$ cat src/rtl/mem_port_arbiter_if.sv
// Bundles the fetch, data and memory-port signals of the shared memory arbiter.
// slave: arbiter side; master: requesters and memory side.
interface mem_port_arbiter_if #(
  parameter int ADDR_W = 64,
  parameter int DATA_W = 64
);
  logic              if_req;
  logic [ADDR_W-1:0] if_addr;
  logic              if_kill;
  logic              if_gnt;
  logic              if_rvalid;
  logic [DATA_W-1:0] if_rdata;
  logic              d_req;
  logic              d_we;
  logic [ADDR_W-1:0] d_addr;
  logic [DATA_W-1:0] d_wdata;
  logic              d_gnt;
  logic              d_rvalid;
  logic [DATA_W-1:0] d_rdata;
  logic              mem_en;
  logic              mem_we;
  logic [ADDR_W-1:0] mem_addr;
  logic [DATA_W-1:0] mem_wdata;
  logic [DATA_W-1:0] mem_rdata;
  logic              busy;

  modport slave (
    input  if_req, if_addr, if_kill, d_req, d_we, d_addr, d_wdata, mem_rdata,
    output if_gnt, if_rvalid, if_rdata, d_gnt, d_rvalid, d_rdata,
           mem_en, mem_we, mem_addr, mem_wdata, busy
  );

  modport master (
    output if_req, if_addr, if_kill, d_req, d_we, d_addr, d_wdata, mem_rdata,
    input  if_gnt, if_rvalid, if_rdata, d_gnt, d_rvalid, d_rdata,
           mem_en, mem_we, mem_addr, mem_wdata, busy
  );
endinterface

$ cat src/rtl/mem_port_arbiter.sv
// Shares one fixed-latency memory port between fetch and data, one transaction at a time.
// Grant in IDLE, response MEM_LAT+2 cycles later; requesters hold req until gnt (no queueing).
module mem_port_arbiter #(
  parameter int ADDR_W     = 64,
  parameter int DATA_W     = 64,
  parameter int MEM_LAT    = 2,
  parameter int STREAK_MAX = 4
) (
  input logic            i_clk,
  input logic            i_rst,
  mem_port_arbiter_if.slave bus
);
  localparam int SW = $clog2(STREAK_MAX + 1);
  localparam int CW = $clog2(MEM_LAT + 1);
  localparam logic [SW-1:0] STREAK_CAP = SW'(STREAK_MAX);
  localparam logic [CW-1:0] LAT_CNT    = CW'(MEM_LAT);

  typedef enum logic [1:0] {IDLE, ISSUE, WAIT} state_t;

  state_t            r_state;
  state_t            w_next;
  logic              r_own_d;
  logic              r_we;
  logic              r_kill;
  logic [ADDR_W-1:0] r_addr;
  logic [DATA_W-1:0] r_wdata;
  logic [SW-1:0]     r_streak;
  logic [CW-1:0]     r_cnt;
  logic              r_if_rvalid;
  logic              r_d_rvalid;
  logic [DATA_W-1:0] r_if_rdata;
  logic [DATA_W-1:0] r_d_rdata;
  logic              w_d_win;
  logic              w_if_gnt;
  logic              w_d_gnt;
  logic              w_issue;
  logic              w_last;

  always_ff @(posedge i_clk) begin
    if (i_rst) r_state <= IDLE;
    else       r_state <= w_next;
  end

  always_comb begin
    w_next   = r_state;
    w_if_gnt = 1'b0;
    w_d_gnt  = 1'b0;
    w_issue  = 1'b0;
    w_last   = 1'b0;
    // Data wins ties unless fetch has already been passed over STREAK_MAX times.
    w_d_win  = bus.d_req && !(bus.if_req && (r_streak == STREAK_CAP));
    case (r_state)
      IDLE: begin
        if (!i_rst) begin
          w_d_gnt  = w_d_win;
          w_if_gnt = bus.if_req && !w_d_win;
        end
        if (w_d_gnt || w_if_gnt) w_next = ISSUE;
      end
      ISSUE: begin
        w_issue = 1'b1;
        w_next  = WAIT;
      end
      WAIT: begin
        if (r_cnt == LAT_CNT) begin
          w_last = 1'b1;
          w_next = IDLE;
        end
      end
      default: w_next = IDLE;
    endcase
  end

  always_ff @(posedge i_clk) begin
    if (i_rst) begin
      r_own_d     <= 1'b0;
      r_we        <= 1'b0;
      r_kill      <= 1'b0;
      r_addr      <= '0;
      r_wdata     <= '0;
      r_streak    <= '0;
      r_cnt       <= '0;
      r_if_rvalid <= 1'b0;
      r_d_rvalid  <= 1'b0;
      r_if_rdata  <= '0;
      r_d_rdata   <= '0;
    end else begin
      r_if_rvalid <= 1'b0;
      r_d_rvalid  <= 1'b0;
      if (w_d_gnt) begin
        r_own_d  <= 1'b1;
        r_we     <= bus.d_we;
        r_addr   <= bus.d_addr;
        r_wdata  <= bus.d_wdata;
        r_kill   <= 1'b0;
        r_streak <= bus.if_req ? r_streak + 1'b1 : '0;
      end else if (w_if_gnt) begin
        r_own_d  <= 1'b0;
        r_we     <= 1'b0;
        r_addr   <= bus.if_addr;
        r_wdata  <= '0;
        r_kill   <= bus.if_kill;
        r_streak <= '0;
      end else if ((r_state != IDLE) && !r_own_d && bus.if_kill) begin
        r_kill <= 1'b1;
      end
      if (w_issue)                        r_cnt <= CW'(1);
      else if ((r_state == WAIT) && !w_last) r_cnt <= r_cnt + 1'b1;
      // A kill arriving in the final WAIT cycle still suppresses the response.
      if (w_last) begin
        if (r_own_d) begin
          r_d_rvalid <= 1'b1;
          if (!r_we) r_d_rdata <= bus.mem_rdata;
        end else if (!(r_kill || bus.if_kill)) begin
          r_if_rvalid <= 1'b1;
          r_if_rdata  <= bus.mem_rdata;
        end
      end
    end
  end

  assign bus.if_gnt    = w_if_gnt;
  assign bus.d_gnt     = w_d_gnt;
  assign bus.if_rvalid = r_if_rvalid;
  assign bus.if_rdata  = r_if_rdata;
  assign bus.d_rvalid  = r_d_rvalid;
  assign bus.d_rdata   = r_d_rdata;
  assign bus.mem_en    = w_issue;
  assign bus.mem_we    = w_issue && r_we;
  assign bus.mem_addr  = w_issue ? r_addr : '0;
  assign bus.mem_wdata = w_issue ? r_wdata : '0;
  assign bus.busy      = (r_state != IDLE);
endmodule

$ cat src/flat_wrapper.sv
// flat-port wrapper written by rule: the top's interface ports become plain ports
module mem_port_arbiter_flat 
#(
  parameter int ADDR_W     = 64,
  parameter int DATA_W     = 64,
  parameter int MEM_LAT    = 2,
  parameter int STREAK_MAX = 4
)
  (i_clk, i_rst, bus_if_req, bus_if_addr, bus_if_kill, bus_d_req, bus_d_we, bus_d_addr, bus_d_wdata, bus_mem_rdata, bus_if_gnt, bus_if_rvalid, bus_if_rdata, bus_d_gnt, bus_d_rvalid, bus_d_rdata, bus_mem_en, bus_mem_we, bus_mem_addr, bus_mem_wdata, bus_busy);
  mem_port_arbiter_if #(.ADDR_W(ADDR_W), .DATA_W(DATA_W)) bus_i ();
  input logic i_clk;
  input logic i_rst;
  input wire logic [$bits(bus_i.if_req)-1:0] bus_if_req;
  input wire logic [$bits(bus_i.if_addr)-1:0] bus_if_addr;
  input wire logic [$bits(bus_i.if_kill)-1:0] bus_if_kill;
  input wire logic [$bits(bus_i.d_req)-1:0] bus_d_req;
  input wire logic [$bits(bus_i.d_we)-1:0] bus_d_we;
  input wire logic [$bits(bus_i.d_addr)-1:0] bus_d_addr;
  input wire logic [$bits(bus_i.d_wdata)-1:0] bus_d_wdata;
  input wire logic [$bits(bus_i.mem_rdata)-1:0] bus_mem_rdata;
  output wire logic [$bits(bus_i.if_gnt)-1:0] bus_if_gnt;
  output wire logic [$bits(bus_i.if_rvalid)-1:0] bus_if_rvalid;
  output wire logic [$bits(bus_i.if_rdata)-1:0] bus_if_rdata;
  output wire logic [$bits(bus_i.d_gnt)-1:0] bus_d_gnt;
  output wire logic [$bits(bus_i.d_rvalid)-1:0] bus_d_rvalid;
  output wire logic [$bits(bus_i.d_rdata)-1:0] bus_d_rdata;
  output wire logic [$bits(bus_i.mem_en)-1:0] bus_mem_en;
  output wire logic [$bits(bus_i.mem_we)-1:0] bus_mem_we;
  output wire logic [$bits(bus_i.mem_addr)-1:0] bus_mem_addr;
  output wire logic [$bits(bus_i.mem_wdata)-1:0] bus_mem_wdata;
  output wire logic [$bits(bus_i.busy)-1:0] bus_busy;
  assign bus_i.if_req = bus_if_req;
  assign bus_i.if_addr = bus_if_addr;
  assign bus_i.if_kill = bus_if_kill;
  assign bus_i.d_req = bus_d_req;
  assign bus_i.d_we = bus_d_we;
  assign bus_i.d_addr = bus_d_addr;
  assign bus_i.d_wdata = bus_d_wdata;
  assign bus_i.mem_rdata = bus_mem_rdata;
  assign bus_if_gnt = bus_i.if_gnt;
  assign bus_if_rvalid = bus_i.if_rvalid;
  assign bus_if_rdata = bus_i.if_rdata;
  assign bus_d_gnt = bus_i.d_gnt;
  assign bus_d_rvalid = bus_i.d_rvalid;
  assign bus_d_rdata = bus_i.d_rdata;
  assign bus_mem_en = bus_i.mem_en;
  assign bus_mem_we = bus_i.mem_we;
  assign bus_mem_addr = bus_i.mem_addr;
  assign bus_mem_wdata = bus_i.mem_wdata;
  assign bus_busy = bus_i.busy;
  mem_port_arbiter #(.ADDR_W(ADDR_W), .DATA_W(DATA_W), .MEM_LAT(MEM_LAT), .STREAK_MAX(STREAK_MAX)) u_core (.i_clk(i_clk), .i_rst(i_rst), .bus(bus_i));
endmodule
$ cat config.mk
export PLATFORM = sky130hd
export DESIGN_NAME = mem_port_arbiter_flat
export DESIGN_NICKNAME = d
export VERILOG_FILES = /design/src/rtl/mem_port_arbiter_if.sv /design/src/rtl/mem_port_arbiter.sv /design/src/flat_wrapper.sv
export SDC_FILE = /design/constraint.sdc
export NUM_CORES = 1
export LEC_CHECK = 0
export CORE_AREA = 2 2 201 203
export DETAILED_ROUTE_END_ITERATION = 8
export DIE_AREA = 0 0 203 205
export MAX_ROUTING_LAYER = met4
export SYNTH_ARGS = -nofsm -noshare
export SYNTH_HDL_FRONTEND = slang
export SYNTH_SLANG_ARGS = --single-unit
$ cat constraint.sdc
create_clock -name i_clk -period 1.8 [get_ports i_clk]
set_clock_uncertainty 0.1 [all_clocks]
set_input_delay 0.27 -clock i_clk [delete_from_list [all_inputs] [get_ports i_clk]]
set_output_delay 0.27 -clock i_clk [all_outputs]
set_load 0.01 [all_outputs]
======== Word level (Yosys, flattened, before mapping) ========
Cells that the tools add are included.
storage, ports and cells
  bits of input ports ..................... 262
  bits in latches ......................... 0
  logic and storage cells ................. 80
  memories ................................ 0
  bits in read-only memories .............. 0
  register bits ........................... 268
  output and inout port bits .............. 263
  memory bits (writable) .................. 0
cells by class
  shift operators ......................... 0
  equal/unequal tests ..................... 6
  reductions and logical operators ........ 25
  $add $sub $neg .......................... 2
  div/mod/pow operators ................... 0
  mux-type cells .......................... 30
  bitwise logic cells ..................... 4
  order comparisons ....................... 0
  multiply operators ...................... 0
operators by type and width
  kind                                                                   count
  64-bit two-way mux                                                     6
  1-bit two-way mux                                                      18
  3-bit two-way mux                                                      3
  2-bit nonzero test                                                     4
  1-bit logical AND                                                      7
  2-bit one-hot mux with 3 select lines                                  1
  3-bit AND reduction                                                    2
  2-bit OR reduction                                                     3
  2-bit equality test, second input constant                             2
  1-bit logical NOT                                                      4
  2-bit two-way mux                                                      2
  2-bit by 1-bit != test with 1-bit output, second input constant        2
  1-bit inverter                                                         4
  3-bit by 1-bit adder with 3-bit output, second input constant          1
  3-bit equality test, second input constant                             1
  3-bit OR reduction                                                     1
  2-bit by 1-bit adder with 2-bit output, second input constant          1
  2-bit by 1-bit equality test with 1-bit output, second input constant  1
  2-bit logical NOT                                                      1
  1-bit logical OR                                                       2
  2-bit AND reduction                                                    1

======== Logic depth before layout (Yosys ltp) ========
Gate-level depths: netlist of the first run.
  depth in word-level cells ............... 11
  gate-level depth with buffers ........... 9
  depth with buffers taken out ............ 7

======== Worst setup path before layout of the first run ========
OpenSTA, ideal clock, no wires.
  kind .................................... register to register
  start ................................... register u_core.r_cnt[0]
  end ..................................... register u_core.r_if_rdata[10] (netlist: u_core.bus.if_rdata[10])
  setup slack ............................. 0.007 ns
  required time ........................... 1.568 ns
  library setup time ...................... 0.132 ns
  period minus slack after synthesis ...... 1.793 ns
  buffers on the path ..................... 2
  arrival time ............................ 1.560 ns
  cell stages (with the launch flop) ...... 9
  cell sequence ........................... dfxtp_1 inv_1 ha_1 nand3b_4 or4_1 buf_2 buf_6 nand2_1 a21oi_1
between the ends
  cells in the longest elaborated chain, start to end .. 4
RTL lines
  what                                  RTL line                 source
  start, declared                       mem_port_arbiter.sv:28   logic [CW-1:0] r_cnt;
  start signal, assigned                mem_port_arbiter.sv:108  else if ((r_state == WAIT) && !w_last) r_cnt <= r_cnt + 1'b1;
  2-bit equality test                   mem_port_arbiter.sv:65   if (r_cnt == LAT_CNT) begin
  1-bit two-way mux                     mem_port_arbiter.sv:65
  1-bit two-way mux                     mem_port_arbiter.sv:52   case (r_state)
  3-bit AND reduction (no source line)  n/a
  end signal, assigned                  mem_port_arbiter.sv:116  r_if_rdata <= bus.mem_rdata;
  end, declared                         mem_port_arbiter.sv:31   logic [DATA_W-1:0] r_if_rdata;
No other way between the ends.
A chain may end at the register's enable or synchronous reset.

======== Worst setup path after layout of the first run ========
  start ................................... register u_core.r_state[0]
  end ..................................... output bus_mem_wdata[17]
between the ends
  cells in the longest elaborated chain, start to end .. 3
RTL lines
  what                                            RTL line                 source
  start, declared                                 mem_port_arbiter.sv:20   state_t r_state;
  start signal, assigned                          mem_port_arbiter.sv:41   else r_state <= w_next;
  2-bit by 1-bit equality test with 1-bit output  mem_port_arbiter.sv:52
  1-bit two-way mux                               mem_port_arbiter.sv:52
  64-bit two-way mux                              mem_port_arbiter.sv:131  assign bus.mem_wdata = w_issue ? r_wdata : '0;
  end, declared                                   flat_wrapper.sv:30       output wire logic [$bits(bus_i.mem_wdata)-1:0] bus_mem_wdata;
No other way between the ends.

==> run metrics, run 1 <==
number of detailed-route iterations in the first pass 5; number of fill cells 3779; sequential-to-total area share from yosys stat 0.499; Worst-Skew Late Latency 0.56 ns; cell taking the most area after synthesis dfxtp_1; Core Area 39400 um2; smallest setup slack after layout -0.317 ns; hold slack 0.157 ns; Slew Limit Fails 0; CP startpoint kind flop; routability cong. 0.851; Rel. slew slack 0.458; Max Clk Rate 472 MHz; r2r setup slk -0.16 ns; cell area after synthesis 10800 um2; largest net degree at the start of global routing 139; Ports 525; Longest Clk Path Bufs 3; initial core utilization 0.273; top-area cell type share of the netlist area 0.499; CTS buffer count 31; synth top area cells dfxtp_1, nand2_1, a21oi_1; failing checks setup timing; most frequent cells in the layout clkdlybuf4s50_1, nand2_1, dfxtp_1, a21oi_1, nor2_1; commonest non-fill, non-tap cell in the layout clkdlybuf4s50_1; minimum clock period 2.12 ns; flops & latches, synth 268; gr usage total 0.196; min-delay src bus_if_addr[56]; syn_nets 1601; Die W 203 um; Critical Path Sink Type output port; worst min path class in2reg; post-route clock period utilization 1.18; total power 0.0148 W; CP max FO 6; CTS tree done; Sink Count 268; Iteration-0 DRC Markers 508; maximum vdd drop 597 uV; DR DRC count 0; DP HPWL 29600 um; Cell Rows 73; final WL 45000 um; YS warnings 0; H-Tree Depth 1; worst endpoint required time 1.43 ns; n_diodes 0; cells after synthesis 1336; CTS clk-pin slew, worst paths 0.06 ns; RSZ-0062 raised after global routing true; first-pass GRT wire length 63400 um; die height 205 um; P per Cell Area 780 nW/um2; crit path DAT 1.75 ns; Leak 7.37 nW; fraction of layout cells with a size suffix above 1 0.235; CP Launch Point u_core.r_state[0]; final setup violation count 383; vias in the first global route 11.4k; Worst-Margin Slew 0.813 ns; die area 41600 um2; DR vias/cell 4.77; mean routed wirelength per cell 18.4 um; antenna violations before repair 0; dpl ws -0.427 ns; Final Util 0.482; status finished with violations; Setup CP Type reg2out; Area growth, synth to finish 76.3%; Unique masters post-synth 38; Via Count 11.6k; Mean Syn Cell Area 8.05 um2; CTS Root Cell clkbuf_16; max_cap viols 0; worst reg2reg path startpoint u_core.r_state[1]; Routed Antenna Nets 0; number of port buffers 524; gr ovfl total 0; placed cells 2348; Finished Layout Cells 2441; Final nets 2156; Final Hold Vio Count 0
repair_timing:
action                     4_1_cts  5_1_grt
hold endpoints to repair         1        0
pin swaps                       23       75
hold buffers                     1        0
setup endpoints to repair      466      521
cloned                           3       14
resized for setup              552      274
setup buffers                    6       15
per-layer routing:
layer | GRT usage | vias up | wire length [um]
li1 | - | 5566 | -
met4 | 0.0761 | 0 | 1370
met5 | - | - | 0
met3 | 0.0566 | 85 | 3790
met2 | 0.330 | 456 | 22000
met1 | 0.220 | 5528 | 17800
logic make-up (layout without fill, tap and decap cells):
logic type | after synthesis | count (layout) | synth area share
buffers and inverters | 123 | 703 | 0.0576
AOI/OAI and AO/OA | 336 | 336 | 0.190
adders and majority gates | 3 | 3 | 0.00349
DFF | 268 | 268 | 0.499
and+or+nand+nor | 606 | 606 | 0.251
path summary, 6_finish.rpt:
path | to | cells past startpoint
setup / recovery | bus_mem_wdata[17] | 7
hold / removal | u_core.r_addr[56] | 3
setup reg to reg | u_core.r_streak[0] | 6
hold reg to reg | u_core.bus.d_rdata[55] | 2
through the flow:
stage / TNS [ns] / area, um2
after CTS: -67.51 / 17900
after floorplan: 0 / 10800
after global routing: -76.31 / 19000
after detailed placement: -70.60 / 17000
after global placement: -66.85 / 17000
final: -44.80 / 19000
where the power goes:
group          total [W]  switching (W)  internal (W)
sequential       0.00630       0.000128       0.00617
combinational    0.00235        0.00106       0.00129
clock            0.00615        0.00259       0.00355
registers in the layout (all words and copies together), names as in the netlist:
| register | flops |
|---|---|
| u_core.bus.d_rdata | 64 |
| u_core.bus.if_rdata | 64 |
| u_core.r_addr | 64 |
| u_core.r_wdata | 64 |
| u_core.r_streak | 3 |
| u_core.r_cnt | 2 |
| u_core.r_state | 2 |
| u_core.bus.d_rvalid | 1 |
| u_core.bus.if_rvalid | 1 |
| u_core.r_kill | 1 |
| u_core.r_own_d | 1 |
| u_core.r_we | 1 |
worst max-delay path, stage by stage, from the launching register on:
cell     delay [ns]
dfxtp_2        0.34
inv_2          0.05
nor2_4         0.15
buf_6          0.16
buf_16         0.13
buf_8          0.11
and2_4         0.14
buf_6          0.10
synth_stat cells, drive strengths merged:
master / n
nand2: 322
dfxtp: 268
a21oi: 193
nor2: 140
and2: 129
a22oi: 68
a211oi: 65
buf: 58
clkbuf: 57
inv: 8
ha: 3
nand3: 3
o21ai: 3
nand2b: 2
a21bo: 1
a221oi: 1
a311oi: 1
a31oi: 1
nand3b: 1
nor2b: 1
nor3: 1
nor3b: 1
nor4: 1
nor4b: 1
o22ai: 1
o2bb2ai: 1
o31ai: 1
or3: 1
or3b: 1
or4: 1
or4b: 1
area by class of cell:
cell class	count	area [um2]	area share
clock buffer	43	881	0.0464
clock inverter	15	113	0.00594
inverter	8	32.5	0.00172
multi-input combinational	945	5380	0.284
sequential	268	5370	0.283
tap	525	657	0.0346
timing repair buffer	637	6530	0.344
Note: power is estimated with default switching activity, not from simulation.
==> run 2, diff against run 1 <==
CAP_MARGIN = 20   (was unset)
==> results of run 2 <==
The final DEF is identical to that of run 1; final timing and power are the same.
